===== src/rtl/sram_boot_loader.sv =====
// Boot loader: streams a LEN/words/CSUM frame from a byte host into the SRAM,
// then hands the SRAM bus to the CPU and releases cpu_hold after a good checksum.
module sram_boot_loader #(
  parameter int                ADDR_W    = 8,
  parameter logic [ADDR_W-1:0] BASE_ADDR = '0,
  parameter int                TIMEOUT   = 1023
) (
  input  logic              clk,
  input  logic              rst,
  input  logic              start,
  input  logic              rx_valid,
  input  logic [7:0]        rx_data,
  output logic              rx_ready,
  input  logic [ADDR_W-1:0] cpu_addr,
  input  logic [15:0]       cpu_din,
  input  logic              cpu_we,
  output logic [ADDR_W-1:0] sram_addr,
  output logic [15:0]       sram_din,
  output logic              sram_we,
  output logic              cpu_hold,
  output logic              done,
  output logic              err
);

  localparam int TW = $clog2(TIMEOUT + 1);

  typedef enum logic [2:0] {
    S_IDLE, S_LEN, S_HI, S_LO, S_WRITE, S_CSUM, S_DONE, S_ERR
  } state_t;

  state_t            r_state;
  logic [7:0]        r_len;
  logic [7:0]        r_idx;
  logic [7:0]        r_sum;
  logic [7:0]        r_hi;
  logic [TW-1:0]     r_tmo;
  logic              r_rx_ready;
  logic              r_we;
  logic [ADDR_W-1:0] r_addr;
  logic [15:0]       r_din;
  logic              r_done;
  logic              r_err;
  logic              r_hold;
  logic              w_hs;
  logic              w_pass;

  assign w_hs   = rx_valid & r_rx_ready;
  assign w_pass = (r_state == S_DONE);

  // Loader FSM with registered handshake, write strobe and status outputs
  always_ff @(posedge clk) begin
    if (rst) begin
      r_state    <= S_IDLE;
      r_len      <= 8'd0;
      r_idx      <= 8'd0;
      r_sum      <= 8'd0;
      r_hi       <= 8'd0;
      r_tmo      <= '0;
      r_rx_ready <= 1'b0;
      r_we       <= 1'b0;
      r_addr     <= '0;
      r_din      <= 16'd0;
      r_done     <= 1'b0;
      r_err      <= 1'b0;
      r_hold     <= 1'b1;
    end else begin
      r_we <= 1'b0;
      case (r_state)
        S_IDLE, S_DONE, S_ERR: begin
          if (start) begin
            r_state    <= S_LEN;
            r_done     <= 1'b0;
            r_err      <= 1'b0;
            r_hold     <= 1'b1;
            r_idx      <= 8'd0;
            r_sum      <= 8'd0;
            r_tmo      <= '0;
            r_rx_ready <= 1'b1;
          end
        end
        S_LEN, S_HI, S_LO, S_CSUM: begin
          if (w_hs) begin
            r_tmo <= '0;
            case (r_state)
              S_LEN: begin
                r_len   <= rx_data;
                r_sum   <= rx_data;
                r_state <= (rx_data == 8'd0) ? S_CSUM : S_HI;
              end
              S_HI: begin
                r_hi    <= rx_data;
                r_sum   <= r_sum + rx_data;
                r_state <= S_LO;
              end
              S_LO: begin
                r_sum      <= r_sum + rx_data;
                r_state    <= S_WRITE;
                r_rx_ready <= 1'b0;
                r_we       <= 1'b1;
                r_addr     <= BASE_ADDR + ADDR_W'(r_idx);
                r_din      <= {r_hi, rx_data};
              end
              default: begin
                r_rx_ready <= 1'b0;
                if (rx_data == r_sum) begin
                  r_state <= S_DONE;
                  r_done  <= 1'b1;
                  r_hold  <= 1'b0;
                end else begin
                  r_state <= S_ERR;
                  r_err   <= 1'b1;
                  r_hold  <= 1'b1;
                end
              end
            endcase
          end else if (r_tmo == TW'(TIMEOUT)) begin
            r_state    <= S_ERR;
            r_err      <= 1'b1;
            r_hold     <= 1'b1;
            r_rx_ready <= 1'b0;
            r_tmo      <= '0;
          end else begin
            r_tmo <= r_tmo + 1'b1;
          end
        end
        S_WRITE: begin
          r_idx      <= r_idx + 8'd1;
          r_state    <= ((r_idx + 8'd1) == r_len) ? S_CSUM : S_HI;
          r_rx_ready <= 1'b1;
          r_tmo      <= '0;
        end
        default: begin
          r_state    <= S_IDLE;
          r_rx_ready <= 1'b0;
        end
      endcase
    end
  end

  // Once loaded, the CPU owns the SRAM bus directly
  assign sram_addr = w_pass ? cpu_addr : r_addr;
  assign sram_din  = w_pass ? cpu_din  : r_din;
  assign sram_we   = w_pass ? cpu_we   : r_we;
  assign rx_ready  = r_rx_ready;
  assign cpu_hold  = r_hold;
  assign done      = r_done;
  assign err       = r_err;

endmodule

===== config.mk =====
export PLATFORM = sky130hd
export DESIGN_NAME = sram_boot_loader
export DESIGN_NICKNAME = d
export VERILOG_FILES = /design/src/rtl/sram_boot_loader.sv
export SDC_FILE = /design/constraint.sdc
export NUM_CORES = 1
export LEC_CHECK = 0
export BUFFER_PORTS_ARGS = -buffer_cell sky130_fd_sc_hd__buf_2
export CAP_MARGIN = 5
export CORE_UTILIZATION = 35
export CTS_BUF_LIST = sky130_fd_sc_hd__clkbuf_4 sky130_fd_sc_hd__clkbuf_8 sky130_fd_sc_hd__clkbuf_16
export DETAILED_ROUTE_END_ITERATION = 16
export PLACE_DENSITY_LB_ADDON = 0.08
export SLEW_MARGIN = 20
export SYNTH_ARGS = -nofsm -noshare
export SYNTH_HDL_FRONTEND = slang
export SYNTH_SLANG_ARGS = --single-unit

===== constraint.sdc =====
create_clock -name clk -period 4.4 [get_ports clk]
set_input_delay 0.44 -clock clk [delete_from_list [all_inputs] [get_ports clk]]
set_output_delay 0.44 -clock clk [all_outputs]
set_load 0.02 [all_outputs]

==> metrics.md <==
| Metric | Value |
|---|---|
| Starting density of the core | 35.9% |
| Slew of the pin with the lowest slew margin | 1020 ps |
| Sum of buffers and inverters on the critical path | 1 |
| Synthesized net count | 530 |
| RePlAce Congestion | 0.823 |
| DPL Wire Length | 7530 um |
| Capture point of the worst path | sram_din[10] |
| Diode count | 0 |
| Antenna Nets Post-Route | 0 |
| Height of the die | 110 um |
| Aggregate negative setup slack | 0 ps |
| Peak supply drop | 0.000127 V |
| Cell family with the largest share of critical-path delay | simple AND/OR/NAND/NOR gates |
| Metal2 WL | 4980 um |
| Setup repair after global routing missed its margin | false |
| Remaining design rule violation count | 0 |
| Min Clock Period, post-route | 2950 ps |
| Clock slew seen by the registers of the worst setup and hold paths | 60 ps |
| Path length in cells of the critical path | 4 |
| Final slew viol count | 0 |
| CTS tree | built |
| R2R cell count | 4 |
| Total wire length | 10800 um |
| Fraction of the yosys area taken by sequential cells | 36.0% |
| Largest stage delay on the critical path | 750 ps |
| Final net count | 581 |
| Ports | 66 |
| Setup crit end kind | output pin |
| Worst endpoint required time | 3960 ps |
| Top Metal Used | met4 |
| Number of clock buffers inserted by TritonCTS | 9 |
| Leakage power | 0.00194 uW |
| Vias in the first global route | 3521 |
| Total vias in the final route | 3619 |
| Layout overhead on the synthesized area | 17.0% |
| FF+latch count, synth | 74 |
| Post-detailed-route via-to-cell ratio | 5.31 |
| Count of different cell masters after synthesis | 70 |
| Startpoint of the most critical register-to-register path | r_state[1] |
| Aggregate global-route resource usage | 18.5% |
| Worst Path Arrival | 2510 ps |
| Multi-input logic area | 2490 um^2 |
| Number of resized instances in the post-cts repair step | 0 |
| Yosys warning count | 0 |
| Met3 Wirelength | 431 um |
| Min setup slack post-route | 1450 ps |
| Synthesized instance count | 483 |
| Post-Route M1 WL | 5180 um |
| Starting DRC count in detailed routing | 122 |
| Crit share post-route | 67.0% |
| Horizontal die dimension | 110 um |
| Total congestion overflow after global routing | 0 |
| H-tree levels | 3 |
| Netlist area before placement | 4120 um^2 |
| Crit Path Max Fanout | 25 |
| Number of fill cells in the layout | 1167 |
| First-pass detailed-route iteration total | 4 |
| Utilization of the core after routing | 42.0% |
| FMAX | 339 MHz |
| Worst max-slew margin expressed relative to the limit | 31.7% |
| Syn_area_per_cell | 8.53 um^2 |
| Final Hold Violating Endpoints | 0 |
| Ys flop type | dfxtp_1 |
| Pre-CTS WS | 1610 ps |
| Total number of clock tree sinks | 74 |
| Hold-fix buffers at CTS | 0 |
| DIE AREA | 12200 um^2 |
| Finish-stage setup viols | 0 |
| Worst reg2reg path endpoint | r_addr[4] |
| Slowest cell on the critical path | dfxtp_1 |
| Critical-path cell list | nand2_1 -> or2_2 -> mux2_2 -> buf_2 |
| Status | finished, final reports clean |
| CP Launch Type | flip-flop |
| Largest net degree at the start of global routing | 59 |
| Setup Buffers After CTS | 0 |
| Antenna violations before repair | 0 |
| Total of buffers placed on input and output ports | 65 |
| Worst setup slack for register-to-register paths | 1980 ps |
| Deepest clock path buffer count | 2 |
| Post-DR wirelength/cell | 15.8 um |
| Share of final-layout standard cells stronger than drive strength 1 | 22.6% |
| Number of standard-cell rows in the floorplan | 39 |
| Ys async rst share | 0% |
| Hold Crit Class | input pin to flip-flop |
| CP Class | flip-flop to output pin |
| Count of flip-flops with a built-in enable after synthesis | 0 |
| Global-route wire length before repair | 18200 um |
| Skew final | 8.48 ps |
| CTS Root Cell | clkbuf_16 |
| Clock latency on the worst-skew pair | 340 ps |
| Footprint of the flip-flops and latches | 1480 um^2 |
| Total power per unit cell area | 333 nW/um^2 |
| Beginning of the critical path | r_state[2] |
| Floorplan core area | 11500 um^2 |
| Reported max-cap violation count | 0 |
-- worst min-delay path by stage --
stage | start | to | slack, ps | cells after the start
6_report | rst | cpu_hold | 400 | 3
5_1_grt | rx_data[3] | r_din[3] | 410 | 3
3_3_place_gp | r_hi[0] | r_din[8] | 440 | 2
4_1_cts | rst | cpu_hold | 400 | 3
3_5_place_dp | r_din[15] | r_din[15] | 440 | 2
2_1_floorplan | r_hi[2] | r_din[10] | 430 | 2
-- worst register-to-register path, delay by kind of cell (launching register included) --
kind	cells	cell delay [ps]
simple gates	3	1450
flops	1	730
compound gates	1	90
-- per-layer routing --
layer  track usage, %  vias to the layer above
li1                 -                     1836
met1             24.7                     1694
met2             29.6                       77
met3             3.79                       12
met4             6.76                        0
met5                0                        -
-- layout by cell type, fill, tap and decap left out, types with 4 or more instances in the layout --
cell and count:
dfxtp_1 74, nand4_1 5, xor2_1 8, mux2i_1 17
a22oi_1 4, nor2b_1 5, ha_1 9, nor3_1 9
o21a_1 5, nor2_1 43, o21ai_0 17, a21o_1 8
nand3_1 12, and3_1 4, mux2_2 25, a21oi_1 47
clkbuf_16 9, xnor2_1 11, buf_2 65, nor4_1 4
inv_1 7, nand2_1 73
-- metrics by stage --
step                cell area [um^2]  instances  hold slack [ps]  total power, uW
global route                    4820        682              411             1680
global placement                4520        666              438              884
detailed placement              4520        666              445              886
finish                          4820        682              400             1600
CTS                             4820        682              402             1620
floorplan                       4120        483              431              823
-- power by group --
group | total [uW] | switching, uW | internal [uW] | leakage (uW)
registers | 698 | 17.7 | 681 | 0.000597
logic | 173 | 107 | 66.1 | 0.00120
clock network | 732 | 294 | 438 | 0.000145
total | 1600 | 419 | 1180 | 0.00194
-- cell families (layout without fill, tap and decap cells) --
group	Yosys count	after routing	share of synthesized area, %
XOR/XNOR	19	19	4.04
flip-flops	74	74	36.0
adder cells (fa/ha/maj)	11	11	3.46
buffers and inverters	36	92	3.68
multiplexers	42	42	11.0
AND/OR/NAND/NOR	184	184	22.1
AO/OA/AOI/OAI	117	117	19.8
-- area by class of cell --
type | instances | area share (%)
multi-input cells | 373 | 51.6
well taps | 143 | 3.71
flip-flops and latches | 74 | 30.7
inverters | 8 | 0.623
clock inverters | 7 | 1.45
repair buffers | 68 | 7.22
clock buffers | 9 | 4.67
-- Yosys cell counts, types with 9 or more instances --
master | n | share of area [%]
dfxtp_1 | 74 | 36
nand2_1 | 73 | 6.7
a21oi_1 | 47 | 5.7
nor2_1 | 43 | 3.9
mux2_2 | 25 | 6.8
mux2i_1 | 17 | 4.1
o21ai_0 | 17 | 2.1
clkbuf_1 | 14 | 1.3
buf_2 | 13 | 1.6
nand3_1 | 12 | 1.5
xnor2_1 | 11 | 2.3
ha_1 | 9 | 2.7
nor3_1 | 9 | 1.1
-- sequential cells by signal, summed over array words and instances, names as in the netlist --
signal	cells
r_din	16
r_tmo	10
r_addr	8
r_hi	8
r_idx	8
r_len	8
r_sum	8
r_state	3
cpu_hold	1
done	1
err	1
r_we	1
rx_ready	1
Power figures use the tool's default switching activity.
